## config.mk

```make
export PLATFORM = sky130hd
export DESIGN_NAME = sdram_row_arbiter
export DESIGN_NICKNAME = d
export VERILOG_FILES = /design/src/rtl/sdram_arb_pkg.sv /design/src/rtl/sdram_arb_timer.sv /design/src/rtl/sdram_row_arbiter.sv
export SDC_FILE = /design/constraint.sdc
export NUM_CORES = 1
export LEC_CHECK = 0
export ABC_CLOCK_PERIOD_IN_PS = 7500
export CAP_MARGIN = 25
export CORE_ASPECT_RATIO = 1.75
export CORE_MARGIN = 5
export CORE_UTILIZATION = 53
export DETAILED_ROUTE_END_ITERATION = 12
export GPL_TIMING_DRIVEN = 1
export PLACE_DENSITY = 0.94
export SETUP_SLACK_MARGIN = 0.5
export SLEW_MARGIN = 0
export SYNTH_ARGS = -nofsm -noshare
export SYNTH_HDL_FRONTEND = slang
export SYNTH_SLANG_ARGS = --single-unit
```

## constraint.sdc

```tcl
create_clock -name Clk -period 7.5 [get_ports Clk]
set_clock_uncertainty 0.2 [all_clocks]
set_input_delay 1.125 -clock Clk [delete_from_list [all_inputs] [get_ports Clk]]
set_output_delay 1.125 -clock Clk [all_outputs]
set_load 0.02 [all_outputs]
```

## src/rtl/sdram_arb_pkg.sv

```systemverilog
// Shared types and sizing helpers for the SDRAM row arbiter.
package sdram_arb_pkg;

  typedef enum logic [2:0] {
    IDLE,
    WR_LOAD,
    WR_PUSH,
    WR_DRAIN,
    RD_LOAD,
    RD_WAIT,
    RD_POP,
    RD_DONE
  } arb_state_t;

  typedef enum logic {
    GR_WR,
    GR_RD
  } grant_t;

  localparam int unsigned DEF_ROW_STRIDE = 16;
  localparam int unsigned DEF_TIMEOUT    = 1023;

  // Bits needed to hold 0..max_val inclusive.
  function automatic int unsigned counter_width(input int unsigned max_val);
    return (max_val < 2) ? 1 : $clog2(max_val + 1);
  endfunction

  // Row index to word-offset shift; the stride is a power of two.
  function automatic int unsigned stride_shift(input int unsigned stride);
    return (stride < 2) ? 0 : $clog2(stride);
  endfunction

  localparam int unsigned DEF_ROW_SHIFT = stride_shift(DEF_ROW_STRIDE);
  localparam int unsigned DEF_TIMER_W   = counter_width(DEF_TIMEOUT);

endpackage

```

## src/rtl/sdram_arb_timer.sv

```systemverilog
// Saturating wait counter; flags when the FIFO wait budget is used up.
module sdram_arb_timer #(
  parameter int unsigned MAX = 1023,
  parameter int unsigned W   = 10
) (
  input  logic clk,
  input  logic reset,
  input  logic clr,
  input  logic en,
  output logic expired_c
);

  logic [W-1:0] count;

  always_ff @(posedge clk) begin
    if (reset) begin
      count <= '0;
    end else if (clr) begin
      count <= '0;
    end else if (en && !expired_c) begin
      count <= count + W'(1);
    end
  end

  assign expired_c = (count == W'(MAX));

endmodule

```

## src/rtl/sdram_row_arbiter.sv

```systemverilog
// Arbitrates the Sdram_Control FIFO port pair between single-word game writes
// and whole-row fetches for the color mapper; returns rows as a parallel buffer.
module sdram_row_arbiter
  import sdram_arb_pkg::*;
#(
  parameter int unsigned       ADDR_W     = 25,
  parameter int unsigned       DATA_W     = 16,
  parameter int unsigned       ROW_WORDS  = 10,
  parameter int unsigned       ROW_STRIDE = DEF_ROW_STRIDE,
  parameter logic [ADDR_W-1:0] ROW_BASE   = '0,
  parameter int unsigned       TIMEOUT    = DEF_TIMEOUT
) (
  input  logic                               Clk,
  input  logic                               Reset,
  input  logic                               wr_req,
  input  logic [ADDR_W-1:0]                  wr_addr,
  input  logic [DATA_W-1:0]                  wr_data,
  output logic                               wr_ack,
  input  logic                               row_req,
  input  logic [7:0]                         row_num,
  output logic                               row_busy,
  output logic                               row_valid,
  output logic                               row_err,
  output logic [ROW_WORDS-1:0][DATA_W-1:0]   row_data,
  output logic                               sd_wr_load,
  output logic [ADDR_W-1:0]                  sd_wr_addr,
  output logic                               sd_wr,
  output logic [DATA_W-1:0]                  sd_wr_data,
  input  logic [15:0]                        sd_wr_use,
  output logic                               sd_rd_load,
  output logic [ADDR_W-1:0]                  sd_rd_addr,
  output logic                               sd_rd,
  input  logic [DATA_W-1:0]                  sd_rd_data,
  input  logic [15:0]                        sd_rd_use
);

  localparam int unsigned ROW_SHIFT = stride_shift(ROW_STRIDE);
  localparam int unsigned TIMER_W   = counter_width(TIMEOUT);
  localparam int unsigned IDX_W     = counter_width(ROW_WORDS);

  arb_state_t state, next_state;
  grant_t     last_grant;

  logic [IDX_W-1:0] pop_cnt, pop_cnt_d;
  logic [IDX_W-1:0] cap_cnt;
  logic             rd_q;
  logic [ROW_WORDS-1:0][DATA_W-1:0] shadow;
  logic [ROW_WORDS-1:0][DATA_W-1:0] row_next_c;

  logic waiting_c, timer_expired_c;
  logic rd_use_ok_c, wr_empty_c, last_cap_c;
  logic [ADDR_W-1:0] rd_addr_c;

  logic wr_load_d, wr_push_d, rd_load_d, rd_d, busy_d, valid_d, err_d;

  assign rd_use_ok_c = (sd_rd_use >= 16'(ROW_WORDS));
  assign wr_empty_c  = (sd_wr_use == 16'd0);
  assign last_cap_c  = rd_q && (cap_cnt == IDX_W'(ROW_WORDS - 1));
  assign rd_addr_c   = ROW_BASE + (ADDR_W'(row_num) << ROW_SHIFT);
  assign waiting_c   = (state == WR_DRAIN) || (state == RD_WAIT);

  sdram_arb_timer #(
    .MAX (TIMEOUT),
    .W   (TIMER_W)
  ) u_timer (
    .clk       (Clk),
    .reset     (Reset),
    .clr       (!waiting_c),
    .en        (waiting_c),
    .expired_c (timer_expired_c)
  );

  // Next state plus the values the registered outputs take in that state.
  always_comb begin
    next_state = state;
    wr_load_d  = 1'b0;
    wr_push_d  = 1'b0;
    rd_load_d  = 1'b0;
    rd_d       = 1'b0;
    busy_d     = 1'b0;
    valid_d    = 1'b0;
    err_d      = 1'b0;
    pop_cnt_d  = '0;

    case (state)
      IDLE: begin
        if (row_req && (!wr_req || last_grant == GR_WR)) begin
          next_state = RD_LOAD;
        end else if (wr_req) begin
          next_state = WR_LOAD;
        end
      end
      // A writer that gives up before its push is simply not served.
      WR_LOAD:  next_state = wr_req ? WR_PUSH : IDLE;
      WR_PUSH:  next_state = WR_DRAIN;
      WR_DRAIN: if (wr_empty_c || timer_expired_c) next_state = IDLE;
      RD_LOAD:  next_state = RD_WAIT;
      RD_WAIT: begin
        if (rd_use_ok_c) begin
          next_state = RD_POP;
        end else if (timer_expired_c) begin
          next_state = RD_DONE;
          err_d      = 1'b1;
        end
      end
      RD_POP:   if (last_cap_c) next_state = RD_DONE;
      RD_DONE:  next_state = IDLE;
      default:  next_state = IDLE;
    endcase

    wr_load_d = (next_state == WR_LOAD);
    wr_push_d = (next_state == WR_PUSH);
    rd_load_d = (next_state == RD_LOAD);
    busy_d    = (next_state == RD_LOAD) || (next_state == RD_WAIT) ||
                (next_state == RD_POP);
    valid_d   = (next_state == RD_DONE);
    // Pops run ahead of captures by one cycle; the last RD_POP cycle only captures.
    rd_d      = (next_state == RD_POP) && (pop_cnt < IDX_W'(ROW_WORDS));
    if (next_state == RD_POP) begin
      pop_cnt_d = pop_cnt + IDX_W'(rd_d);
    end
  end

  // Last word arrives on the same edge the row is published.
  always_comb begin
    row_next_c                = shadow;
    row_next_c[ROW_WORDS - 1] = sd_rd_data;
  end

  // State and strobe registers.
  always_ff @(posedge Clk) begin
    if (Reset) begin
      state      <= IDLE;
      last_grant <= GR_WR;
      sd_wr_load <= 1'b0;
      sd_wr      <= 1'b0;
      wr_ack     <= 1'b0;
      sd_rd_load <= 1'b0;
      sd_rd      <= 1'b0;
      row_busy   <= 1'b0;
      row_valid  <= 1'b0;
      row_err    <= 1'b0;
      pop_cnt    <= '0;
      rd_q       <= 1'b0;
    end else begin
      state      <= next_state;
      sd_wr_load <= wr_load_d;
      sd_wr      <= wr_push_d;
      wr_ack     <= wr_push_d;
      sd_rd_load <= rd_load_d;
      sd_rd      <= rd_d;
      row_busy   <= busy_d;
      row_valid  <= valid_d;
      row_err    <= err_d;
      pop_cnt    <= pop_cnt_d;
      rd_q       <= sd_rd;
      if (wr_push_d) begin
        last_grant <= GR_WR;
      end else if (rd_load_d) begin
        last_grant <= GR_RD;
      end
    end
  end

  // Address/data payload registers, shadow capture and row publication.
  always_ff @(posedge Clk) begin
    if (Reset) begin
      sd_wr_addr <= '0;
      sd_wr_data <= '0;
      sd_rd_addr <= '0;
      cap_cnt    <= '0;
      shadow     <= '0;
      row_data   <= '0;
    end else begin
      if (wr_load_d) sd_wr_addr <= wr_addr;
      if (wr_push_d) sd_wr_data <= wr_data;
      if (rd_load_d) sd_rd_addr <= rd_addr_c;

      if (state != RD_POP) begin
        cap_cnt <= '0;
      end else if (rd_q) begin
        cap_cnt         <= cap_cnt + IDX_W'(1);
        shadow[cap_cnt] <= sd_rd_data;
      end

      if ((state == RD_POP) && last_cap_c) begin
        row_data <= row_next_c;
      end
    end
  end

endmodule

```

# ---- After elaboration in Yosys (flattened, before gate mapping)
# Index checks and enable logic that the tools add are counted.
dict set report totals {
  ff_bits 399
  in_bits 101
  output_inout_bits 234
  word_cells 97
}
dict set report op_classes {
  addsub 3
  magnitude_cmp 4
  eq_ne 16
  mux 12
  bitwise_logic 5
  reduce_logical 21
}
# op count
set ops {}
lappend ops {{$bwmux 160} 1}
lappend ops {{$demux 16 s4} 1}
lappend ops {{$eq 3x3->1 const B} 8}
lappend ops {{$pmux 3 s8} 1}
lappend ops {{$mux 3} 6}
lappend ops {{$ge 16x4->1 const B} 1}
lappend ops {{$logic_not 16->1} 1}
lappend ops {{$mux 16} 1}
lappend ops {{$add 10x1->10 const B} 1}
lappend ops {{$eq 10x10->1 const B} 1}
lappend ops {{$eq 3x2->1 const B} 3}
lappend ops {{$reduce_or 2->1} 4}
lappend ops {{$eq 3x1->1 const B} 2}
lappend ops {{$logic_and 1x1->1} 6}
lappend ops {{$logic_or 1x1->1} 5}
lappend ops {{$lt 4x5->1 const B} 1}
lappend ops {{$not 1->1} 5}
lappend ops {{$add 4x1->4} 1}
lappend ops {{$add 4x1->4 const B} 1}
lappend ops {{$eq 4x4->1 const B} 1}
lappend ops {{$ge 4x1->1 const B} 1}
lappend ops {{$lt 4x4->1 const B} 1}
lappend ops {{$logic_not 3->1} 1}
lappend ops {{$ne 3x3->1 const B} 1}
lappend ops {{other kinds (5)} 6}

# ---- Longest topological paths before layout
# Gate-level depths: netlist (run 1).
dict set report logic_depth {
  word_depth 8
  mapped_depth 12
  ltp_nobuf 11
}

# ---- Cells and area by module
# From an unflattened synthesis (run 1), not the netlist that was laid out.
dict set report unflattened {
  hier_cells 1750
  hier_area_um2 14107.3
}
# module instances cells_each area_each_um2 seq_area_each_um2
set modules_own_cells {}
lappend modules_own_cells {sdram_row_arbiter 1 1691 13564.3 7467.2}
lappend modules_own_cells {sdram_arb_timer 1 59 543.0 200.2}

# ---- Least setup slack after synthesis (run 1)
# Ideal clock, no wire load.
dict set report synth_path {
  kind {input to register}
  startpoint {input sd_wr_use[4]}
  endpoint {register pop_cnt[2]}
  setup_ps 92
  t_arrival_ps 2867
  t_required_ps 7208
  slack_ps 4341
  stages 10
  path_buffers 1
  cell_sequence {nor4_1 and4_1 or4_4 and3_1 buf_6 a2111oi_2 ha_1 ha_1 xnor2_1 nor4_1}
}
dict set report synth_between {
  elab_chain_len 7
  elab_cells_between_ends 9
  classes_between {1 x add/sub; 1 x eq/ne; 2 x mux; 1 x bitwise; 4 x reduce/logical}
}
# item line_no
set synth_lines {}
lappend synth_lines {{start, declared} sdram_row_arbiter.sv:29} ;# input logic [15:0] sd_wr_use,
lappend synth_lines {{$logic_not 16->1} sdram_row_arbiter.sv:57} ;# assign wr_empty_c = (sd_wr_use == 16'd0);
lappend synth_lines {{$logic_or 1x1->1} sdram_row_arbiter.sv:96} ;# WR_DRAIN: if (wr_empty_c || timer_expired_c) next_state = IDLE;
lappend synth_lines {{$mux 3} sdram_row_arbiter.sv:96}
lappend synth_lines {{$pmux 3 s8} sdram_row_arbiter.sv:85} ;# case (state)
lappend synth_lines {{$eq 3x3->1} sdram_row_arbiter.sv:118} ;# rd_d = (next_state == RD_POP) && (pop_cnt < IDX_W'(ROW_WORDS));
lappend synth_lines {{$logic_and 1x1->1} sdram_row_arbiter.sv:118}
lappend synth_lines {{named net rd_d} sdram_row_arbiter.sv:54} ;# logic wr_load_d, wr_push_d, rd_load_d, rd_d, busy_d, valid_d, err_d;
lappend synth_lines {{$add 4x1->4} sdram_row_arbiter.sv:120} ;# pop_cnt_d = pop_cnt + IDX_W'(rd_d);
lappend synth_lines {{end signal, assigned} sdram_row_arbiter.sv:155} ;# pop_cnt <= pop_cnt_d;
lappend synth_lines {{end, declared} sdram_row_arbiter.sv:44} ;# logic [IDX_W-1:0] pop_cnt, pop_cnt_d;
# The timed path passes the listed nets, and every way through them passes these cells.
# A chain may end at the register's enable or synchronous reset.

# ---- Final worst setup path (run 1)
dict set report layout_path {
  startpoint {input wr_req}
  endpoint {register pop_cnt[2]}
}
dict set report layout_between {
  elab_chain_len 8
  elab_cells_between_ends 12
  classes_between {1 x add/sub; 1 x eq/ne; 4 x mux; 1 x bitwise; 5 x reduce/logical}
}
# item line_no
set layout_lines {}
lappend layout_lines {{start, declared} sdram_row_arbiter.sv:15} ;# input logic wr_req,
lappend layout_lines {{$logic_not 1->1} sdram_row_arbiter.sv:87} ;# if (row_req && (!wr_req || last_grant == GR_WR)) begin
lappend layout_lines {{$logic_or 1x1->1} sdram_row_arbiter.sv:87}
lappend layout_lines {{$logic_and 1x1->1} sdram_row_arbiter.sv:87}
lappend layout_lines {{$mux 3} sdram_row_arbiter.sv:87}
lappend layout_lines {{$pmux 3 s8 *} sdram_row_arbiter.sv:85}
lappend layout_lines {{$eq 3x3->1 *} sdram_row_arbiter.sv:118}
lappend layout_lines {{$logic_and 1x1->1 *} sdram_row_arbiter.sv:118}
lappend layout_lines {{named net rd_d} sdram_row_arbiter.sv:54}
lappend layout_lines {{$add 4x1->4 *} sdram_row_arbiter.sv:120}
# The timed path passes the listed nets; every way through them passes the cells marked *.

==> results of run 1 <==
sequential cells by signal, summed over array words and instances (netlist names), 3 cells and up:
name,cells
sd_wr_addr,25
state,3
sd_rd_addr,8
sd_wr_data,16
row_data,160
cap_cnt,4
u_timer.count,10
row_next_c,144
pop_cnt,4
tightest hold or removal path: stages, from the launching register on:
cell     delay, ns
dfxtp_1       0.31
nand2_1       0.05
a21oi_1       0.05
power groups by stage:
stage	sequential, W	combinational, W	clock, W
2_1_floorplan	0.00217	0.000177	0
3_3_place_gp	0.00214	0.000346	0
3_5_place_dp	0.00214	0.000353	0
4_1_cts	0.00210	0.000356	0.00195
5_1_grt	0.00210	0.000379	0.00204
6_report	0.00210	0.000356	0.00193
final cells by class:
type                    count  area (sq um)  share of cell area [%]
clock buffers              46          1000                    5.51
clock inverters            14           250                    1.38
inverters                   6          22.5                   0.124
multi-input cells        1130          5530                    30.5
flip-flops and latches    383          7670                    42.3
well taps                 320           400                    2.21
repair buffers            322          3270                    18.0
per-layer routing:
layer  up-vias  part of all wire [%]  GRT usage, %
met5         -                     0             0
met4         0                   7.8          17.8
met3       179                   8.0          6.71
met2       600                    50          45.7
met1      5736                    34          25.6
li1       5773                     -             -
layout by cell type, fill, tap and decap left out, types with 2 or more instances in the layout:
master           netlist  routed
a21oi_1              278     278
and2_1                 5       4
and3_1                 4       4
and4_1                 2       2
buf_16                 0       2
buf_4                 32       2
buf_8                  0       2
bufinv_16              0       7
clkbuf_1              78       5
clkbuf_16              0      37
clkbuf_8               0       4
clkdlybuf4s50_1        0     315
clkinv_2               0       5
clkinvlp_4             0       2
conb_1                 1      17
dfxtp_1              383     383
ha_1                   7       7
inv_1                  6       6
mux2i_1               82      82
nand2_1              545     544
nand3_1               23      23
nand3_2                4       4
nand4_1                2       2
nor2_1               100     100
nor3_1                 9       9
nor3_2                 2       2
nor4_1                13      13
o21ai_0                3       3
xnor2_1                8       8
xor2_1                 5       5
per-stage QoR:
step | util [%] | setup slack, ns
after CTS | 69.7 | 3.78
after global placement | 64.8 | 3.56
after global routing | 69.9 | 3.76
after floorplan | - | 4.34
final | 69.9 | 3.95
after detailed placement | 64.9 | 3.48
worst min-delay path by stage:
| stage | cells past startpoint | slack, ns | to | from |
|---|---|---|---|---|
| 3_3_place_gp | 2 | 0.24 | row_data[71]$_SDFFE_PP0P_ | row_next_c[71]$_SDFFE_PP0P_ |
| 4_1_cts | 2 | 0.25 | row_data[103]$_SDFFE_PP0P_ | row_next_c[103]$_SDFFE_PP0P_ |
| 6_report | 2 | 0.25 | row_data[17]$_SDFFE_PP0P_ | row_next_c[17]$_SDFFE_PP0P_ |
| 5_1_grt | 2 | 0.27 | row_data[111]$_SDFFE_PP0P_ | row_data[111]$_SDFFE_PP0P_ |
| 3_5_place_dp | 2 | 0.24 | row_data[103]$_SDFFE_PP0P_ | row_next_c[103]$_SDFFE_PP0P_ |
| 2_1_floorplan | 2 | 0.23 | row_data[0]$_SDFFE_PP0P_ | row_next_c[0]$_SDFFE_PP0P_ |
cell families after synthesis:
family / synth area share [%]
xor gates and xnor gates: 0.818
buffers and inverters: 5.64
other: 0.0270
muxes: 5.90
and+or+nand+nor: 21.4
AOI/OAI and AO/OA: 10.5
DFF: 55.1
adders and majority gates: 0.630
==> run summary, run 1 <==
The critical path depth in cells is 10. The total count of max-transition violations in the final report came out at 0. The most numerous cell type found on the critical path is ha_1. The latest clock arrival within the worst-skew pair came out at ~0.52 ns. In this run the worst setup path begins at wr_req. Leaving out filler cells and counting taps, the final layout contains 2,221.

The number of buffers inserted for hold repair after clock tree synthesis is 0. The library cell contributing the largest single delay on the critical path is clkdlybuf4s50_1. The via count of the first global-routing pass is between 10,000 and 15,000. In the synthesized netlist, the cells that appear most often are nand2_1 (545), dfxtp_1 (383), a21oi_1 (278). The die extent in x came out at around 130 um. The number of setup violations in the final report is 0. The register area share after synthesis is ~55%.

Of the cells placed in the final design, the portion with a size suffix greater than 1 is slightly above 4%. The core footprint is roughly 26,000 sq um. The unique cell type count in the Yosys netlist came out at 47.

Clock-pin slew was measured on the worst setup and hold paths at 0.07 ns. The initial utilization of the core area, before any placement, comes to a little over half. In this run the cell area measured after placement is 16,800 sq um.

TritonCTS built the clock tree. STA classifies the critical path startpoint as an input pin. The standby leakage power is between 6 and 7 nW. The boundary pin count came out at roughly 340. The clock period minus final worst setup slack is 3.55 ns.

Gates resized during post-CTS repair numbered 0. The most used flip-flop cell after synthesis is dfxtp_1. The pin count of the biggest net entering global routing came out at ~190. The global-route congestion overflow total is 0. The final clock period utilization by the worst path came out at between 40% and 50%. The endpoint identified for the worst register-to-register timing path is row_data[148]$_SDFFE_PP0P_. The top cell type by total area after synthesis is dfxtp_1. Grouping stages by cell kind, the critical path spends the most delay in compound AO/OA/AOI/OAI gates. The tree is rooted in a clkbuf_16. The transition at the pin with the smallest max-transition slack is 1.09 ns. In this run the worst hold path is classified as flop to flop. The wire length of the first global-routing pass came out at roughly 60 mm. A synthesized cell averages 8.45 sq um. The count of buffers added on input and output ports is 316. The capture point of the worst path is pop_cnt[2]$_SDFF_PP0_. The number of levels in the clock H-tree came out at 2.

The final weighted congestion in routability-driven placement came out at roughly 0.85. The estimated wirelength of the detail-placed design came out at 26.7 mm. The clock network fraction of total power came out at approximately 44%. In this run the power spent charging and discharging nets is ~0.001 W.

The worst stage delay on the critical path came out at approximately 0.56 ns. The final non-filler cell area came out at between 15,000 and 20,000 sq um. The via total after detailed routing came out at 12,288. Setup repair after global routing left no endpoint under its margin. The critical path is of the input pin to flop type. The cell internal power dissipation came out at roughly 0.0034 W.

The signal arrival time at the worst endpoint came out at between 3 and 4 ns. Based on the critical path, the design can be clocked at up to about 280 MHz. The number of enable-type register cells in the synthesized netlist came out at 0. Counting every sink on the clock net gives about 380. The floorplan die area came out at a little under 30,000 sq um.

For this run, design rule violations remaining after detail routing come to 0. The largest fanout on the critical path came out at 12. The average routed wire per standard cell came out at ~18 um. After synthesis, the share of flip-flops with an asynchronous set or reset is 0%.

The power per cell area came out at 242 nW/um^2. The cell count after synthesis is approximately 1,600. The netlist area before placement came out at 13,900 sq um.

The layout overhead on the synthesized area is 30.4%. Measured along the y axis, the die boundary spans 224 um. The start of the worst register-to-register path is state[2]$_SDFF_PP0_. Measured against its own limit, the worst slew margin works out to 27.4%. The buffering stage count on the worst path with inverters included is 1. The setup TNS is 0 ns.

The number of standard-cell rows in the floorplan is 78. The data required time of the critical path came out at roughly 7.7 ns. The worst reg-to-reg path cell count is 7. The worst register-to-register path has a setup slack of 4.10 ns. The design draws about 0.0044 W. nand2_1 is the most common cell in the netlist. In the post-synthesis netlist, the biggest area contributors are dfxtp_1 (55%), nand2_1 (15%), a21oi_1 (10%). The final layout contains routed wiring with a total length of between 40 and 50 mm. Of the post-synthesis cell area, the dominant cell type holds between 50% and 60%. The number of antenna violations at the first check in global routing came out at 0.

The peak supply drop came out at approximately 0.23 mV. The final hold violation count is 0. The endpoint kind of the worst setup timing path is a flop. The detailed-router iteration count before antenna repair came out at 6.

0 antenna diodes ended up in the layout. The CTS buffer count is 34. The number of DRC markers in iteration 0 is roughly 1,000. The number of max-cap violations is 0. In the global route stage, overall resource usage came out at between 20% and 30%.

The flow ran to the end, and the final reports show no timing, DRC or antenna violations. The deepest clock path buffer count came out at 3. Of the total power, the share spent switching nets is between 20% and 30%. Traced cell by cell, the critical path runs through clkdlybuf4s50_1, nand2_1, nand3_1, o41ai_1, a21oi_1, a2111oi_2, ha_1, ha_1, xnor2_1, nor4_1.

The routed via count divided by cell count came out at between 5 and 6. The net count reported at finish came out at between 1,500 and 2,000. The filler cell count is between 1,500 and 2,000. In this run, synthesis produced a sequential element count of around 380. The count of yosys warnings during synthesis came out at 0. The fraction of power consumed by combinational cells is under 10%. The number of placed instances, taps included came out at roughly 2,200. The count of antenna-violating nets left after detailed routing came out at 0. The power share of the sequential group is between 40% and 50%. The number of buffers inserted to repair setup after CTS is 0. The worst hold slack across all endpoints came out at roughly 0.25 ns.
No activity file was read; power rests on OpenSTA's default activity.
==> run 2, diff against run 1 <==
--- a/config.mk
+++ b/config.mk
@@ -5,14 +5,14 @@
 export SDC_FILE = /design/constraint.sdc
 export NUM_CORES = 1
 export LEC_CHECK = 0
-export ABC_CLOCK_PERIOD_IN_PS = 7500
+export ABC_CLOCK_PERIOD_IN_PS = 3020
 export CAP_MARGIN = 25
 export CORE_ASPECT_RATIO = 1.75
 export CORE_MARGIN = 5
-export CORE_UTILIZATION = 53
+export CORE_UTILIZATION = 45
 export DETAILED_ROUTE_END_ITERATION = 12
 export GPL_TIMING_DRIVEN = 1
-export PLACE_DENSITY = 0.94
+export PLACE_DENSITY = 0.85
 export SETUP_SLACK_MARGIN = 0.5
 export SLEW_MARGIN = 0
 export SYNTH_ARGS = -nofsm -noshare
==> constraint.sdc (replaced) <==
create_clock -name Clk -period 3.02 [get_ports Clk]
set_clock_uncertainty 0.2 [all_clocks]
set_input_delay 0.453 -clock Clk [delete_from_list [all_inputs] [get_ports Clk]]
set_output_delay 0.453 -clock Clk [all_outputs]
set_load 0.02 [all_outputs]
==> run 2 against run 1 <==
Register-to-register slack got worse by 3.6 ns. Clock power rose by 140%. Core utilization fell by 9.4 points. Critical path depth did not move. Via count fell by 2.3%. Sequential share of layout area fell by 0.76 points. Cell area rose by 2.1%. Non-clock buffer count rose by 22. Critical path type is now flop to flop.
==> run summary, run 2 (same netlist as run 1, synthesis figures left out) <==
The starting density of the core came out at 45.4% (-8.2 points). The detailed-router iteration count before antenna repair came out at 5 (-1). The wire length of the first global-routing pass is 61.2 mm (-0.36%).

The worst register-to-register path begins at u_timer.count[0]$_SDFFE_PP0P_. The floorplan die area came out at 34,700 sq um (+17%). The post-route core utilization was 60.5% (-9.4 points). The final clock period utilization by the worst path came out at a little over four fifths. The via total after detailed routing was 12,010 (-2.3%). The CTS buffer count is 35 (+2.9%). The transition at the pin with the smallest max-transition slack was 0.893 ns (-0.196 ns). The register with the most flip-flops is row_data.

The most frequent standard cell in the layout excluding fill and tap cells is nand2_1. The final routed wirelength across all metal layers is 39.9 mm (-0.85%). The filler cell count came out at 2,556 (+41%). The layout overhead on the synthesized area is 33.2%. The estimated wirelength of the detail-placed design came out at 27.2 mm (+2.2%). The data required time of the critical path was 3.24 ns (-4.48 ns).

For this run, the top clock speed supported by timing is just under 400 MHz. The number of setup violations in the final report came to 0 (unchanged). The power share of the sequential group is 48.1% (+0.3 points). The count of inserted antenna diode cells came to 0 (unchanged). The signal arrival time at the worst endpoint came to 2.74 ns (-1.03 ns).

The source of the critical timing path is u_timer.count[0]$_SDFFE_PP0P_. The number of max-cap violations is 0 (unchanged). The overall power after layout came out at 0.0109 W (+150%). The number of flip-flops in the largest register is 160 (unchanged). The latest clock arrival within the worst-skew pair is 0.52 ns (about the same). The number of DRC markers in iteration 0 is 666 (-31%). The post-route DRC violation count came out at 0 (unchanged). The count of antenna-violating nets left after detailed routing came to 0 (unchanged). The fraction of power consumed by combinational cells came out at 8.9% (+0.8 points). The number of sinks handled by clock tree synthesis came out at 383 (unchanged). The number of buffers inserted for hold repair after clock tree synthesis is 0 (unchanged). The average routed wire per standard cell came out at 17.3 um (-4.9%). The die extent in x is 143 um (+7.9%). The total track usage is 22.0% (-3.5 points).

The deepest clock path buffer count is 3 (unchanged). The pin count of the biggest net entering global routing is 130 (-32%). The number of buffers added on ports came out at 316 (unchanged). The worst hold path class is flop to flop. The clock input transition at the sequential cells of the worst setup and hold paths was 0.07 ns (about the same).

The number of antenna violations at the first check in global routing is 0 (unchanged). The total count of max-transition violations in the final report is 0 (unchanged). The run finished with clean final reports. The final weighted congestion in routability-driven placement came out at 0.843 (-0.79%). Clock tree synthesis selected as its root buffer the cell clkbuf_16.

Setup repair after global routing could not meet its margin everywhere. The fraction of final layout cells sized beyond drive strength 1 came to 6.24% (+2.1 points). The number of levels in the clock H-tree came out at 2 (unchanged). The clock network fraction of total power is 43.0% (-1.1 points). The global-route congestion overflow total is 0 (unchanged).

The worst setup path is launched from a flop. The routed via count divided by cell count is 5.19 (-6.2%). The number of standard-cell rows in the floorplan is 85 (+9.0%). The net load switching power is 0.00253 W (+150%).

The footprint of the flip-flops and latches is 7690 sq um (+0.26%). Leaving out fill and tap cells, the most frequent cells in the layout are nand2_1 (544), dfxtp_1 (375), clkdlybuf4s50_1 (299), a21oi_1 (276), nor2_1 (100). The via count of the first global-routing pass came to 11,673 (-2.2%). The boundary pin count came out at 335 (unchanged).

The number of placed instances, taps included is 2,248 (+4.1%). The standby leakage power is 6.85 nW (+4.2%). The peak supply drop is 0.515 mV (+120%). The worst hold slack across all endpoints is 0.247 ns (+0.0000230 ns). In this run the most critical hold path is launched from row_next_c[142]$_SDFFE_PP0P_.

The combined area of the multi-input logic cells came out at 5620 sq um (+1.6%). The net count reported at finish is 2,008 (+1.2%). The start-to-end type of the worst setup path is flop to flop. The largest fanout on the critical path came out at 3 (-9). The core footprint is 30,600 sq um (+18%). The final hold violation count came out at 0 (unchanged). The worst slew slack as a fraction of its limit came out at 40.3% (+13 points). The cell internal power dissipation came out at 0.00832 W (+150%).

The setup TNS came out at 0 ns (unchanged). The die height is 243 um (+8.1%). The worst setup path is captured at a flop.

The switching share of power is 23.3% (+0.53 points). TritonCTS built the clock tree. The clock period minus final worst setup slack came out at ~2.5 ns. The number of cells in the finished layout apart from fillers was 2,315 (+4.2%).

The power per cell area came to 586 nW/um^2 (+140%).
==> run 2: through the flow <==
step	instance area [sq um]	setup WS (ns)
global placement	17200	0.0359
finish	18500	0.497
detailed placement	17200	-0.0400
floorplan	14000	0.491
global route	18500	0.419
CTS	18400	0.415
==> run 2: repair_timing <==
action	4_1_cts	5_1_grt
gates resized for setup	6	31
setup buffers	0	6
setup endpoints to repair	18	136
pin swaps	0	4
==> run 2: layer usage <==
layer / GRT usage [%] / wire (um) / vias to the layer above
met4: 12.1 / 2300 / 0
met5: 0 / 0 / -
met2: 39.5 / 20600 / 456
met3: 5.12 / 2790 / 118
met1: 23.4 / 14200 / 5616
li1: - / - / 5820
==> run 2: path summary, 6_finish.rpt <==
path	end	slack, ns	cells after the start
hold / removal	row_data[142]$_SDFFE_PP0P_	0.25	2
setup reg to reg	pop_cnt[3]$_SDFF_PP0_	0.50	10
hold reg to reg	row_data[142]$_SDFFE_PP0P_	0.25	2
setup / recovery	pop_cnt[3]$_SDFF_PP0_	0.50	10
==> run 2: area by class of cell <==
type,instances,area share [%]
Sequential cell,383,41.5
Clock inverter,16,1.17
Clock buffer,45,5.38
Inverter,6,0.122
Multi-Input combinational cell,1130,30.3
Timing Repair Buffer,344,18.9
Tap cell,391,2.64
==> run 2: power groups by stage <==
stage          sequential, W  clock [W]  combinational [W]
5_1_grt              0.00523    0.00499            0.00103
2_1_floorplan        0.00539          0           0.000458
3_3_place_gp         0.00532          0           0.000922
6_report             0.00522    0.00467           0.000964
3_5_place_dp         0.00533          0           0.000942
4_1_cts              0.00522    0.00476           0.000950
==> run 2: worst max-delay path, stage by stage, from the launching register on <==
cell,delay [ns]
dfxtp_4,0.36
ha_4,0.16
nand3_4,0.09
nor3_4,0.05
or4_4,0.43
and3_4,0.18
a2111oi_4,0.22
ha_2,0.25
nand3_2,0.08
xor2_1,0.15
nor4_1,0.25
==> run 3, diff against run 2 <==
--- a/config.mk
+++ b/config.mk
@@ -5,7 +5,7 @@
 export SDC_FILE = /design/constraint.sdc
 export NUM_CORES = 1
 export LEC_CHECK = 0
-export ABC_CLOCK_PERIOD_IN_PS = 3020
+export ABC_CLOCK_PERIOD_IN_PS = 2130
 export CAP_MARGIN = 25
 export CORE_ASPECT_RATIO = 1.75
 export CORE_MARGIN = 5
==> constraint.sdc (replaced) <==
create_clock -name Clk -period 2.13 [get_ports Clk]
set_clock_uncertainty 0.2 [all_clocks]
set_input_delay 0.3195 -clock Clk [delete_from_list [all_inputs] [get_ports Clk]]
set_output_delay 0.3195 -clock Clk [all_outputs]
set_load 0.02 [all_outputs]
==> run 3 against run 2 <==
The run now ends with negative setup slack left. Via count rose by 3.6%. Power rose by 41%. Combinational power rose by 62%. Hold slack got worse by 0.22 ns. Flip-flop and latch count did not move. Sequential power rose by 41%. Clock-buffer cell count rose by 4. Final cell count rose by 3.0%. Critical path type unchanged. Largest cell class unchanged. Largest power group unchanged.
==> run summary, run 3 (same netlist as run 1, synthesis figures left out) <==
The run finished, with violations left. The checks that failed: negative setup slack. The net count reported at finish is 2,078 (+3.5%). The worst stage delay on the critical path was 0.51 ns (+0.08 ns). The worst slew slack as a fraction of its limit came out at 30.7% (-9.6 points).

The worst hold slack across all endpoints is 0.0284 ns (-0.218 ns). The starting density of the core is 45.4% (unchanged). The floorplan die area is 34,700 sq um (unchanged). The power per cell area came out at 802 nW/um^2 (+37%).

The startpoint of the most critical hold path is Reset. Setup repair after global routing could not meet its margin everywhere. The post-route core utilization came out at 62.1% (+1.7 points). The clock input transition at the sequential cells of the worst setup and hold paths is 0.07 ns (about the same).

The number of setup violations in the final report was 20 (+20). The deepest clock path buffer count was 3 (unchanged). The signal arrival time at the worst endpoint is 2.67 ns (-0.07 ns).

The post-route DRC violation count came out at 0 (unchanged). The slack of the critical path came out at -0.314 ns (-0.811 ns). The number of levels in the clock H-tree came out at 2 (unchanged). The clock period minus final worst setup slack came out at 2.44 ns (-0.0791 ns).

The highest achievable clock rate is 409 MHz (+3.2%). The layout overhead on the synthesized area came out at 36.8%. The boundary pin count came to 335 (unchanged).

The number of buffers added on ports is 316 (unchanged). The count of antenna-violating nets left after detailed routing came out at 0 (unchanged). The final hold violation count is 0 (unchanged). The standby leakage power is 7.18 nW (+4.8%). In this run the worst setup path begins at state[0]$_SDFF_PP0_. For hold timing, the worst endpoint is row_err$_SDFF_PP0_. The number of sinks handled by clock tree synthesis came out at 383 (unchanged). The final routed wirelength across all metal layers came to 42.0 mm (+5.0%). In the layout the commonest cells are nand2_1 (542), dfxtp_1 (372), a21oi_1 (275), clkdlybuf4s50_1 (271), nor2_1 (100).

The slack of the worst reg-to-reg path is -0.31 ns (-0.81 ns). The number of cells in the finished layout apart from fillers is 2,385 (+3.0%). The estimated wirelength of the detail-placed design came out at 28.1 mm (+3.3%). The via total after detailed routing is 12,438 (+3.6%). The number of antenna violations at the first check in global routing came out at 0 (unchanged). The detailed-router iteration count before antenna repair is 5 (unchanged).

The capture instance of the worst register-to-register path is pop_cnt[3]$_SDFF_PP0_. The average routed wire per standard cell is 17.6 um (+2.0%). The peak supply drop came to 0.686 mV (+33%). Clock tree synthesis selected as its root buffer the cell clkbuf_16.

The library cell used most frequently in the layout, excluding fill and tap cells, is nand2_1. The transition at the pin with the smallest max-transition slack is 1.04 ns (+0.143 ns). The number of standard-cell rows in the floorplan came out at 85 (unchanged).

The pin count of the biggest net entering global routing came out at 91 (-30%). The wire length of the first global-routing pass is 65.0 mm (+6.1%). The total count of max-transition violations in the final report came to 0 (unchanged). The number of instances on the worst hold path was 2 (unchanged).

The number of DRC markers in iteration 0 is 729 (+9.5%). In this run the worst hold path is classified as input pin to flop. The data required time of the critical path is 2.36 ns (-0.88 ns).

TritonCTS built the clock tree. The count of inserted antenna diode cells is 0 (unchanged). The via count of the first global-routing pass is 12,569 (+7.7%). The start-to-end type of the worst setup path is flop to flop. The setup TNS was -1.62 ns (-1.62 ns). The core footprint came to 30,600 sq um (unchanged). The worst setup path is launched from a flop. The latest clock arrival within the worst-skew pair is 0.52 ns (about the same). The number of flip-flops in the largest register was 160 (unchanged). STA classifies the critical path endpoint as a flop. The total track usage came out at 23.4% (+1.3 points).

The number of placed instances, taps included was 2,310 (+2.8%). The final clock period utilization by the worst path came out at 115% (+31 points). The post-placement worst setup slack is -0.813 ns (-0.773 ns).

For this design, the slowest cell found on the critical path is or4_4. The routed via count divided by cell count came out at 5.22 (+0.52%). The fraction of final layout cells sized beyond drive strength 1 was 12.1% (+5.8 points). The number of max-cap violations came to 0 (unchanged). The die height is 243 um (unchanged).

The critical path goes through nand2_1, or4_4, and3_4, a2111oi_4, ha_2, nand3_2, xor2_1, nor4_1. The largest fanout on the critical path came out at 6 (+3). In this run the critical register-to-register path is launched from state[0]$_SDFF_PP0_. The worst reg-to-reg path cell count is 8 (-2).

More flip-flops sit in one register than any other, and that register is row_data. The final weighted congestion in routability-driven placement came out at 0.818 (-3.0%). The global-route congestion overflow total is 0 (unchanged). The CTS buffer count is 34 (-2.9%). The die extent in x is 143 um (unchanged).
[run 3: per-layer routing]
metal | part of all wire (%) | GRT usage [%]
met5 | 0 | 0
met2 | 53 | 43.1
met4 | 5.9 | 13.1
met1 | 34 | 23.8
met3 | 7.3 | 5.02
[run 3: report_power, final]
part,internal [W],switching (W)
sequential,0.00729,0.0000853
combinational,0.000680,0.000875
clock,0.00364,0.00269
total,0.0116,0.00365
[run 3: worst max-delay path: cells and delay by family, from the launching register on]
kind,cells,cell delay [ns]
AND/OR/NAND/NOR,5,1.07
flip-flops,1,0.44
adder cells (fa/ha/maj),1,0.27
AO/OA/AOI/OAI,1,0.23
XOR/XNOR,1,0.15
[run 3: what timing repair did]
item / in CTS / in global routing
pin swaps: 1 / 0
cloned: 1 / 0
hold buffers: 3 / 0
setup buffers: 8 / 2
gates resized for setup: 196 / 12
endpoints found under the setup margin: 550 / 559
hold endpoints to repair: 22 / 0
[run 3: layout make-up]
type / instances / area, sq um
fillers: 2467 / 11600
flip-flops and latches: 383 / 7680
multi-input cells: 1130 / 5710
repair buffers: 415 / 3980
clock buffers: 49 / 1030
well taps: 391 / 489
clock inverters: 11 / 121
inverters: 6 / 22.5
[run 3: worst max path at each step]
stage                     slack, ns  depth (start not counted)                    end
after floorplan               -0.26                         10  pop_cnt[3]$_SDFF_PP0_
after global placement        -0.72                         10  pop_cnt[3]$_SDFF_PP0_
after detailed placement      -0.81                         10  pop_cnt[3]$_SDFF_PP0_
after CTS                     -0.28                         10  pop_cnt[3]$_SDFF_PP0_
after global routing          -0.35                         10  pop_cnt[3]$_SDFF_PP0_
final                         -0.31                          8  pop_cnt[3]$_SDFF_PP0_
[run 3: stage by stage]
stage | area [sq um] | power (W)
global placement | 17800 | 0.00899
detailed placement | 17800 | 0.00903
global route | 19000 | 0.0157
floorplan | 14100 | 0.00830
CTS | 19000 | 0.0153
finish | 19000 | 0.0153
==> RTL edit 1: new RTL, settings of run 3 <==
Set the parameter `ROW_WORDS` to 11 (it was 10).
--- a/src/rtl/sdram_row_arbiter.sv
+++ b/src/rtl/sdram_row_arbiter.sv
@@ -7,3 +7,3 @@
   parameter int unsigned       DATA_W     = 16,
-  parameter int unsigned       ROW_WORDS  = 10,
+  parameter int unsigned       ROW_WORDS  = 11,
   parameter int unsigned       ROW_STRIDE = DEF_ROW_STRIDE,
Interface: changed (resized row_data); port bits go from 335 to 351. No check against the original RTL was run, so the function may have changed too.
==> RTL edit 1 against run 3 <==
Routed wire length grew 16%. Design area grew 8.8%. Power grew 13%. Area after synthesis grew 7.8%. Worst setup slack lost 0.15 ns. Worst hold slack gained 0.034 ns. Critical path type unchanged. Maximum frequency shrank 5.9%. Sequential cell count grew 32. Largest cell class unchanged. The run still ends with setup timing left.
==> RTL edit 1: results (changes against run 3) <==
setup ws final -0.467 ns (-0.153 ns); status finished, violations left; max reg flops 176 (+10%); top cells by area, synth dfxtp_1 (55%), nand2_1 (15%), a21oi_1 (12%); Tot GR Track Use 23.9% (+0.52 points); post-cts resize count 163 (-17%); placed cells 2,510 (+8.7%); mux share of post-synthesis cell area 2.74% (-3.2 points); largest net degree at the start of global routing 122 (+34%); Setup Buffers After CTS 10 (+2); Final clock-cell share 5.88% (-0.17 points); ANT cells 0 (unchanged); vias 14,251 (+15%); Buffers excl. clock 445 (+7.2%); post-synthesis xor/xnor area fraction 0.818% (about the same); invs w/o clock 7 (+1); Synth cell types 44 (-6.4%); layout cell share with drive strength beyond 1 11.2% (-0.87 points); CTS buffer count 37 (+8.8%); #FFs+latches synth 415 (+8.4%); Non-clock buffers, area share 21.4% (+0.52 points); IO Port Bufs 333 (+5.4%); fraction of area in multi-input gates 29.9% (-0.079 points); Rel. slew slack 50.5% (+20 points); fin cells 2,607 (+9.3%); tap cells 405 (+3.6%); FF+latch area 8330 sq um (+8.4%); Total Wirelength 48,600 um (+16%); nets@finish 2,282 (+9.8%); pre-CTS setup slack -0.720 ns (+0.0931 ns); Fillers 2,583 (+4.7%); Starting DRT DRC Count 1,145 (+57%); hpwl dp 31,200 um (+11%); sequential share of power 47.2% (-1.1 points); final setup vio count 9 (-55%); failing checks setup timing; Max IR drop VDD 0.000703 V (+2.4%); synth cell count leaders nand2_1 (585), dfxtp_1 (415), a21oi_1 (347); Leak 7.35 nW (+2.3%); Seq/Total Area, Yosys 55.4% (+0.30 points); Multi-input comb cells 1,268 (+12%); DRT Pass-1 Iters 6 (+1); Gate power share 13.5% (+3.3 points); asr flop ratio synth 0% (unchanged); crit path max fanout 4 (-2); Clock Buffer Count 55 (+12%); adder and majority gate portion of the synthesized area 0.584% (-0.045 points); Overall Power 17.2 mW (+13%); Arr. time, crit path 2.82 ns (+0.15 ns); Compound-Gate Fraction of Synth Area 12.2% (+1.7 points); initial antenna violation count 1 (+1); DP Area 19,000 sq um (+6.8%); Cells after Synth 1,845 (+12%)
-- RTL edit 1: routing by layer --
| layer | routed length, um | global-route usage [%] | up-vias |
|---|---|---|---|
| met3 | 4040 | 5.44 | 185 |
| li1 | - | - | 6696 |
| met5 | 19 | 0 | - |
| met1 | 16200 | 24.7 | 6662 |
| met2 | 25300 | 43.9 | 706 |
| met4 | 3030 | 13.5 | 2 |
-- RTL edit 1: path summary, 6_finish.rpt --
path | from | to | slack, ns | depth (start not counted)
max reg2reg | u_timer.count[1] | pop_cnt[2] | -0.47 | 11
min reg2reg | row_next_c[147] | row_data[147] | 0.24 | 2
max | u_timer.count[1] | pop_cnt[2] | -0.47 | 11
min | Reset | state[0] | 0.06 | 3
-- RTL edit 1: critical path, stage by stage (launching register included) --
cell and delay [ns]:
dfxtp_2 0.36, ha_4 0.14, nand3_2 0.06, or3_4 0.37, o221ai_4 0.22, and4b_1 0.27, nor3_2 0.07, ha_2 0.19
buf_6 0.12, ha_4 0.15, xnor2_1 0.11, nor4_1 0.22
==> RTL edit 2: new RTL, settings of run 3 <==
Without the edit above. Compare `cap_cnt` against `IDX_W'(ROW_WORDS - 1)` with >= in place of ==.
--- a/src/rtl/sdram_row_arbiter.sv
+++ b/src/rtl/sdram_row_arbiter.sv
@@ -57,3 +57,3 @@
   assign wr_empty_c  = (sd_wr_use == 16'd0);
-  assign last_cap_c  = rd_q && (cap_cnt == IDX_W'(ROW_WORDS - 1));
+  assign last_cap_c  = rd_q && (cap_cnt >= IDX_W'(ROW_WORDS - 1));
   assign rd_addr_c   = ROW_BASE + (ADDR_W'(row_num) << ROW_SHIFT);
Function: same outputs for any inputs over 4 cycles, from zero or initial values and one cycle with Reset high; that may be too few to reach the edited logic, so the function may still have changed.
==> RTL edit 2 against run 3 <==
The run still ends with setup timing left. Power is 3.1% higher. Sequential share of layout area is 8.5 points lower. Area after synthesis increased by 0.31%. Synthesized cell count is 3.1% higher. Worst setup slack got worse by 0.065 ns. First-iteration DRC count increased by 95%. Critical endpoint unchanged. Critical path type unchanged. Design area increased by 27%. Sequential cell count did not move. Routed wire length grew 63%.
==> RTL edit 2: results (changes against run 3) <==
status finished, violations left; failing checks setup timing; crit path max fanout 3 (-3); critical path's top delay family simple AND/OR/NAND/NOR gates; nets@finish 2,241 (+7.8%); Critical Path Max Stage Delay 0.38 ns (-0.13 ns); Rel. slew slack 34.5% (+3.8 points); asr flop ratio synth 0% (unchanged); DP Area 17,900 sq um (+0.87%); CTS buffer count 34 (unchanged); Main synth FF type dfxtp_1; Cells after Synth 1,698 (+3.1%); sequential share of power 47.1% (-1.2 points); IO Port Bufs 316 (unchanged); pwr/cell area 652 nW/um^2 (-19%); Root Buffer clkbuf_16; Psw 4.15 mW (+14%); die area 34,800 sq um (+0.30%); H-tree level count 2 (unchanged); Synth cell types 53 (+13%); initial antenna violation count 1 (+1); Via density 6.08 (+17%); Starting DRT DRC Count 1,419 (+95%); Total Wirelength 68,300 um (+63%); synth cell count leaders nand2_1 (578), dfxtp_1 (383), a21oi_1 (318); layout cell share with drive strength beyond 1 40.1% (+28 points); top cells by area, synth dfxtp_1 (55%), nand2_1 (16%), a21oi_1 (11%); post-cts resize count 286 (+46%); global-route wire length before repair 80,200 um (+24%); ANT cells 0 (unchanged); vias in the first global route 14,479 (+15%); hpwl dp 29,200 um (+4.0%); Total Neg Setup Slack -33.42 ns (-31.81 ns); HP Class input pin to flip-flop; Max IR drop VDD 0.000780 V (+14%); largest reg by FF count row_data; pre-CTS setup slack -0.767 ns (+0.0460 ns); Clock Pin Slew Worst Setup and Hold Paths 0.07 ns (about the same); Tot GR Track Use 29.6% (+6.2 points); Yosys warning count 0 (unchanged); WL/cell 26.8 um (+52%); slowest CP cell dfxtp_4; Leak 9.19 nW (+28%); worst skew pair latency 0.54 ns (+0.02 ns); Slew Limit Fails 0 (unchanged); setup ws final -0.380 ns (-0.0653 ns); routability-driven placement congestion ratio 0.797 (-2.6%); final setup vio count 260 (+1200%); DRT Pass-1 Iters 6 (+1); Clk pwr share 39.7% (-1.8 points); Arr. time, crit path 2.73 ns (+0.06 ns); largest net degree at the start of global routing 99 (+8.8%); Seq/Total Area, Yosys 54.9% (-0.17 points); placed cells 2,359 (+2.1%); Setup Buffers After CTS 45 (+37); max reg flops 160 (unchanged); clk buf depth 3 (unchanged)
RTL edit 2: path summary, 6_finish.rpt:
check	start	endpoint	slack [ns]	depth (start not counted)
min reg2reg	sd_wr_addr[22]	sd_wr_addr[22]	0.25	2
max	cap_cnt[1]	pop_cnt[3]	-0.38	11
min	Reset	row_next_c[0]	0.007	2
max reg2reg	cap_cnt[1]	pop_cnt[3]	-0.38	11
RTL edit 2: area by class of cell:
class | count | area (sq um)
Clock buffer | 50 | 1000
Clock inverter | 8 | 72.6
Fill cell | 1578 | 6610
Inverter | 8 | 37.5
Multi-Input combinational cell | 1180 | 8730
Sequential cell | 383 | 7690
Tap cell | 391 | 489
Timing Repair Buffer | 525 | 6100
RTL edit 2: routing by layer:
layer	wire length, um	up-vias	part of all wire (%)	track usage, %
li1	-	6426	-	-
met1	20600	7292	30	29.6
met2	33000	1250	48	52.8
met3	6930	508	10	6.24
met4	7670	2	11	21.5
met5	7	-	0.010	0
RTL edit 2: worst register-to-register path, cell delays in order (launching register included):
cell,delay (ns)
dfxtp_4,0.38
inv_6,0.05
ha_4,0.16
nor3b_4,0.22
o211ai_1,0.15
a2bb2oi_2,0.24
a21oi_4,0.09
nor3_4,0.24
ha_4,0.19
nand3_2,0.08
xor2_1,0.18
nor4_2,0.22
RTL edit 2: kinds of logic (layout without fill, tap and decap cells):
group                    after synthesis  count (layout)  share of synthesized area (%)
buffers and inverters                160             591                           5.39
XOR/XNOR                              13              13                          0.816
multiplexers                          41              41                           2.94
flip-flops                           383             383                           54.9
adder cells (fa/ha/maj)                8               8                          0.717
AND/OR/NAND/NOR                      762             771                           23.1
other                                  1              17                         0.0269
AO/OA/AOI/OAI                        330             330                           12.1
